File: src/rtl/uart_transmitter.sv
// UART transmitter: start bit, 8 data bits LSB first, even parity, stop bit.
// Bit timing is derived from OVERSAMPLE sample_ENABLE ticks per bit.
module uart_transmitter #(
   parameter int unsigned OVERSAMPLE = 16
) (
   input  logic       clk,
   input  logic       reset,
   input  logic [7:0] Tx_DATA,
   input  logic       Tx_EN,
   input  logic       Tx_WR,
   input  logic       sample_ENABLE,
   output logic       TxD,
   output logic       Tx_BUSY
);

   typedef enum logic [2:0] {IDLE, START, DATA, PARITY, STOP} state_t;

   localparam logic [3:0] LAST_TICK = 4'(OVERSAMPLE - 1);

   state_t     state, state_next;
   logic [3:0] tick_cnt, tick_next;
   logic [2:0] bit_idx, idx_next;
   logic [7:0] shift_reg, shift_next;
   logic       parity;
   logic       txd_next, busy_next;
   logic       accept, bit_end;

   assign accept  = (state == IDLE) && Tx_EN && Tx_WR;
   assign bit_end = sample_ENABLE && (tick_cnt == LAST_TICK);

   always_ff @(posedge clk or posedge reset) begin
      if (reset) begin
         state     <= IDLE;
         tick_cnt  <= '0;
         bit_idx   <= '0;
         shift_reg <= '0;
         parity    <= 1'b0;
         TxD       <= 1'b1;
         Tx_BUSY   <= 1'b0;
      end else begin
         state     <= state_next;
         tick_cnt  <= tick_next;
         bit_idx   <= idx_next;
         shift_reg <= shift_next;
         TxD       <= txd_next;
         Tx_BUSY   <= busy_next;
         if (accept)
            parity <= ^Tx_DATA;
      end
   end

   always_comb begin
      state_next = state;
      tick_next  = tick_cnt;
      idx_next   = bit_idx;
      shift_next = shift_reg;
      if (state == IDLE) begin
         tick_next = '0;
         idx_next  = '0;
         if (accept) begin
            state_next = START;
            shift_next = Tx_DATA;
         end
      end else if (bit_end) begin
         tick_next = '0;
         case (state)
            START:   state_next = DATA;
            DATA: begin
               shift_next = shift_reg >> 1;
               idx_next   = bit_idx + 3'd1;
               if (bit_idx == 3'd7)
                  state_next = PARITY;
            end
            PARITY:  state_next = STOP;
            STOP:    state_next = IDLE;
            default: state_next = IDLE;
         endcase
      end else if (sample_ENABLE) begin
         tick_next = tick_cnt + 4'd1;
      end
   end

   // Outputs are decoded from the next state so TxD/Tx_BUSY can be registered
   // without adding a cycle of latency.
   always_comb begin
      txd_next  = 1'b1;
      busy_next = 1'b1;
      case (state_next)
         IDLE:    busy_next = 1'b0;
         START:   txd_next  = 1'b0;
         DATA:    txd_next  = shift_next[0];
         PARITY:  txd_next  = parity;
         STOP:    txd_next  = 1'b1;
         default: busy_next = 1'b0;
      endcase
   end

endmodule

File: config.mk
export PLATFORM = sky130hd
export DESIGN_NAME = uart_transmitter
export DESIGN_NICKNAME = d
export VERILOG_FILES = /design/src/rtl/uart_transmitter.sv
export SDC_FILE = /design/constraint.sdc
export NUM_CORES = 1
export LEC_CHECK = 0
export CORE_UTILIZATION = 47
export CTS_CLUSTER_DIAMETER = 50
export DETAILED_ROUTE_END_ITERATION = 16
export PLACE_DENSITY = 0.73
export SYNTH_ARGS = -nofsm -noshare
export SYNTH_HDL_FRONTEND = slang
export SYNTH_SLANG_ARGS = --single-unit
File: constraint.sdc
create_clock -name clk -period 1.6 [get_ports clk]
set_input_delay 0.24 -clock clk [delete_from_list [all_inputs] [get_ports clk]]
set_output_delay 0.24 -clock clk [all_outputs]
set_load 0.05 [all_outputs]
== Yosys cells after proc, flatten, opt, wreduce, memory -nomap -nowiden ==
Index checks and enable logic that the tools add are counted.

* Flip-flop bits (word level): 21
* Input port bits: 13
* Output and inout bits: 2
* Logic and storage cells: 48

* Add/sub/neg operators: 2
* Equal/unequal tests: 10
* Mux-type cells: 17
* Reductions and logical operators: 11

{| class="wikitable"
|+ Operators by type and width
! operator !! count
|-
| $mux W8 || 4
|-
| $mux W3 || 7
|-
| $eq A3 B2 Y1 const B || 4
|-
| $mux W4 || 3
|-
| $pmux W3 S3 || 1
|-
| $reduce_xor A8 Y1 || 1
|-
| $eq A3 B1 Y1 const B || 2
|-
| $eq A3 B3 Y1 const B || 2
|-
| $add A4 B1 Y4 const B || 1
|-
| $eq A4 B4 Y1 const B || 1
|-
| $reduce_bool A2 Y1 || 2
|-
| $reduce_or A4 Y1 || 1
|-
| $add A3 B1 Y3 const B || 1
|-
| $logic_and A1 B1 Y1 || 3
|-
| $logic_not A3 Y1 || 1
|-
| $pmux W1 S3 || 1
|-
| $reduce_and A3 Y1 || 1
|-
| $reduce_bool A3 Y1 || 1
|-
| $ne A2 B2 Y1 const B || 1
|-
| $reduce_and A2 Y1 || 1
|-
| $mux W1 || 1
|}

== Depth between registers and ports, before layout ==
* Depth in word-level cells: 8
* Depth in mapped cells: 6
* Mapped depth without buffers: 6

== Worst setup path before layout ==
No wires, ideal clock.

* Path type: reg2reg
* Start: register tick_cnt[0]
* End: register Tx_BUSY
* Setup time: 0.080 ns
* Data arrival time: 1.616 ns
* Required time: 1.520 ns
* Slack: -0.096 ns
* Cell stages (with the launch flop): 7
* Path buffers: 0
* Clock period less this slack: 1.696 ns
* Path through: dfrtp_1 > ha_1 > and4_1 > and4_2 > a211o_4 > nor2_1 > xnor2_1

* Word-level cells in the longest chain between the ends: 7
* Elaborated cells on any way between the ends: 10
* Those cells by class: 5 x eq/ne; 3 x mux; 2 x reduce/logical

{| class="wikitable"
|+ Ends and longest elaborated chain
! what !! RTL line !! RTL
|-
| start: declaration || 21 || <nowiki>logic [3:0] tick_cnt, tick_next;</nowiki>
|-
| start signal: assignment || 42 || <nowiki>tick_cnt <= tick_next;</nowiki>
|-
| $eq A4 B4 Y1 (*) || 29 || <nowiki>assign bit_end = sample_ENABLE && (tick_cnt == LAST_TICK);</nowiki>
|-
| $logic_and A1 B1 Y1 (*) || 29 ||
|-
| $mux W3 (*) || 64 || <nowiki>end else if (bit_end) begin</nowiki>
|-
| $mux W3 (*) || 57 || <nowiki>if (state == IDLE) begin</nowiki>
|-
| named net state_next[0] || 20 || <nowiki>state_t state, state_next;</nowiki>
|-
| $eq A3 B3 Y1 (tied with other cells) || 88 || <nowiki>case (state_next)</nowiki>
|-
| $reduce_or A4 Y1 (no line) (*) || n/a ||
|-
| $mux W1 (*) || 88 ||
|-
| named net busy_next || 25 || <nowiki>logic txd_next, busy_next;</nowiki>
|-
| end signal: assignment || 46 || <nowiki>Tx_BUSY <= busy_next;</nowiki>
|-
| end: declaration || 13 || <nowiki>output logic Tx_BUSY</nowiki>
|}

Mark *: on every way through the listed nets, which the timed path passes. The rest lies on a longest branch.
A chain may end at the register's enable or synchronous reset.

== Worst setup path after layout ==
* Start: register state[2]
* End: register TxD

* Elaborated cells on any way between the ends: 19
* Those cells by class: 6 x eq/ne; 10 x mux; 3 x reduce/logical

{| class="wikitable"
|+ RTL lines
! what !! RTL line !! RTL
|-
| start: declaration || 20 ||
|-
| start signal: assignment || 41 || <nowiki>state <= state_next;</nowiki>
|-
| $logic_not A3 Y1 || 28, 57 ||
|-
| $logic_and A1 B1 Y1 (2 in a row) || 28 || <nowiki>assign accept = (state == IDLE) && Tx_EN && Tx_WR;</nowiki>
|-
| $mux W8 || 60 || <nowiki>if (accept) begin</nowiki>
|-
| $mux W8 (*) || 57 ||
|-
| named net shift_next[0] || 23 || <nowiki>logic [7:0] shift_reg, shift_next;</nowiki>
|-
| $pmux W1 S3 (*) || 88 ||
|-
| named net txd_next || 25 ||
|-
| end signal: assignment || 45 || <nowiki>TxD <= txd_next;</nowiki>
|-
| end: declaration || 12 || <nowiki>output logic TxD,</nowiki>
|}

Mark *: on every way through the listed nets, which the timed path passes. The rest lies on a longest branch. The select of a mux whose other input is x is not followed.

==> impl_metrics.toml <==
[global_route]
grt_first_pass_wirelength_um = 3532
grt_usage_pct = 19.02
grt_pass1_vias = 817
grt_start_max_net_pins = 22
overflow = 0
antenna_found_initial = 0

[die]
dieWidth_um = 49.96
dieHeight_um = 49.96
io_pins = 15
initial_utilization_pct = 49.34
rows = 17
dieArea_um2 = 2496
core_area_um2 = 2191

[layout]
drive_above_1_share_pct = 27.34
instances_no_fill = 156
antennaDiodeCount = 0
nets = 145
final_core_util_pct = 63.34
largest_reg_flops = 8
syn_to_final_growth_pct = 28.36

[timing]
rsz0062_at_grt = "yes"
fin_crit_sh_pct = 101.3
max_freq_ghz = 0.6171
whs_ps = 244.6
setup_ws_ps = -20.42
slew_headroom_pct = 79.21
slew_viol_final = 0
min_period_ps = 1620
hold_viol = 0
setup_viol = 1
tightestPinTransition_ps = 311.8
fin_skew_ps = 5.660

[detailed_routing]
wl_um = 1976
detail-route-antenna-nets = 0
drc_errors = 0
drt_iter0_drc = 14
wire_per_inst_um = 12.67
vias_per_cell = 5.224
vias = 815
firstDrtPassIters = 4

[worst_setup_path]
cpMostUsedCell = "nor3b_2"
slowest_delay_ps = 510
path_cells = "nor3b_2 > a32oi_2 > a221o_1 > nor3b_2 > o21ai_1"
cp-end-kind = "register"
path_buf_inv = 0
critPathSlowestCell = "dfrtp_1"
path_class = "reg -> reg"
start_kind = "register"
cp_data_arrival_time_ps = 1860
crit_required_ps = 1840
critPathTopFamily = "simple AND/OR/NAND/NOR gates"
cp_max_fo = 7

[clock_tree]
tritoncts = "built"
clk_pin_slew_ps = 120
cts-htree-levels = 1
cts_buffers = 3
worstSkewPairLatency_ps = 300
clock-sinks = 21
cts_root_buf = "clkbuf_4"
cts_buffer_depth = 2

[placed_design]
post-place-ws_ps = -226.1
gp_congestion = 0.7864
dpl.hpwl_um = 1507
port_buffers = 14
place_inst = 149

[power_and_ir_drop]
pwr-share-clk_pct = 12.8
power_frac_seq_pct = 44.8
leakagePower_nw = 0.6240
power.internal_mw = 1.270
finalPower_mw = 1.980
pwr-share-comb_pct = 42.4
vdd_drop_max_uv = 695.6
powerDensity_nw_per_um2 = 1427
power_switching_mw = 0.7099
swShare_pct = 35.85

[synthesis]
ys_warn_count = 0
syn_avg_cell_area_um2 = 10.70
yosys.cell_types.count = 37
syn_inst = 101
ys_seq_elements = 21
synth-seq-area-share_pct = 48.73
syn_nets = 117
synthesis.area_um2 = 1081

[run_status]
violations = "negative setup slack"
status = "finished, violations left"

[worst_hold_path]
hold_path.class = "in -> async"

[job]
drv_cap = 0
==> placed cells by master (no fill, tap or decap), drive strengths merged, types with 2 or more instances in the layout <==
| cell | count |
|---|---|
| buf | 14 |
| o21ai | 3 |
| xnor2 | 8 |
| nor3b | 2 |
| nor2 | 6 |
| and4 | 2 |
| ha | 3 |
| and3 | 2 |
| clkbuf | 3 |
| dfrtp | 20 |
| a21oi | 4 |
| a22oi | 6 |
| nand2 | 19 |
| mux2i | 2 |
| a211o | 2 |
| inv | 2 |
| clkdlybuf4s50 | 12 |
| nor3 | 3 |
==> worst paths after layout <==
check | cells after the start | to | start | slack (ps)
worst max-delay path | 5 | TxD$_DFF_PP1_ | state[2]$_DFF_PP0_ | -20
worst min-delay path | 3 | shift_reg[3]$_DFFE_PP0P_ | reset | 240
worst max register to register | 5 | TxD$_DFF_PP1_ | state[2]$_DFF_PP0_ | -20
worst min register to register | 1 | bit_idx[0]$_DFFE_PP0P_ | bit_idx[0]$_DFFE_PP0P_ | 490
max in group asynchronous | 3 | TxD$_DFF_PP1_ | reset | 1090
min in group clk | 1 | bit_idx[0]$_DFFE_PP0P_ | bit_idx[0]$_DFFE_PP0P_ | 490
==> synth_stat cells, drive strengths merged <==
cell type / count / area [µm²]
nor4b: 1 / 8.760
nor3: 3 / 26.28
nor3b: 2 / 25.02
nor2: 6 / 22.52
a21boi: 1 / 7.510
nand3: 1 / 5.000
buf: 3 / 23.77
or3: 1 / 7.510
and2: 1 / 7.510
nand4: 1 / 6.260
nand2: 19 / 71.32
a32oi: 1 / 16.27
nand2b: 1 / 6.260
and4: 2 / 18.77
inv: 2 / 7.510
mux2i: 2 / 20.02
a22oi: 6 / 45.04
a221o: 1 / 10.01
xor2: 1 / 8.760
xnor2: 8 / 70.07
dfstp: 1 / 26.28
and3: 2 / 13.77
a22o: 1 / 10.01
o21ai: 3 / 15.01
a21oi: 4 / 20.02
dfrtp: 20 / 500.5
a41oi: 1 / 8.760
ha: 3 / 37.54
nand3b: 1 / 7.510
a211o: 2 / 27.53
==> worst reg2reg max path: cells and delay by family (launching register included) <==
family          cells  cell delay, ps
simple gates        2             530
compound gates      3             520
flops               1             510
==> layout make-up <==
class	instances	area [µm²]
inverter	2	7.507
sequential	21	526.8
clock inverter	1	5.005
tap	28	35.03
multi-input combinational	75	553.0
clock buffer	3	22.52
fill	167	803.3
timing repair buffer	26	237.7
==> cell families (layout without fill, tap and decap cells) <==
group	count (synthesis)	after routing	synth area share (%)
buffers and inverters	5	32	2.894
muxes	2	2	1.852
xor gates and xnor gates	9	9	7.292
AOI/OAI and AO/OA	20	20	14.82
DFF	21	21	48.73
adders and majority gates	3	3	3.473
and+or+nand+nor	41	41	20.95
==> metrics by stage <==
stage                     setup TNS, ps  area [µm²]
after floorplan                       0        1087
after global placement           -551.6        1314
after detailed placement         -671.9        1314
after CTS                        -60.47        1363
after global routing             -233.9        1388
final                            -20.42        1388
==> power by group through the flow <==
| stage | Combinational (mW) | Sequential, mW | Clock (mW) |
|---|---|---|---|
| final | 0.839 | 0.887 | 0.254 |
| after global routing | 0.947 | 0.916 | 0.281 |
| after floorplan | 0.436 | 0.944 | 0 |
| after CTS | 0.796 | 0.882 | 0.268 |
| after global placement | 0.745 | 0.880 | 0 |
| after detailed placement | 0.768 | 0.893 | 0 |
==> metal layers <==
| metal | wire length, µm | up-vias | GRT usage (%) |
|---|---|---|---|
| met1 | 929 | 394 | 23.92 |
| met3 | 47 | 2 | 3.086 |
| li1 | - | 411 | - |
| met5 | 0 | - | 0 |
| met2 | 983 | 8 | 31.08 |
| met4 | 16 | 0 | 10.00 |
==> what timing repair did <==
item,4_1_cts,5_1_grt
endpoints found under the setup margin,2,3
hold buffers,0,0
buffers inserted,1,2
pin swaps,5,3
resized for setup,4,1
No activity file was read; power rests on OpenSTA's default activity.
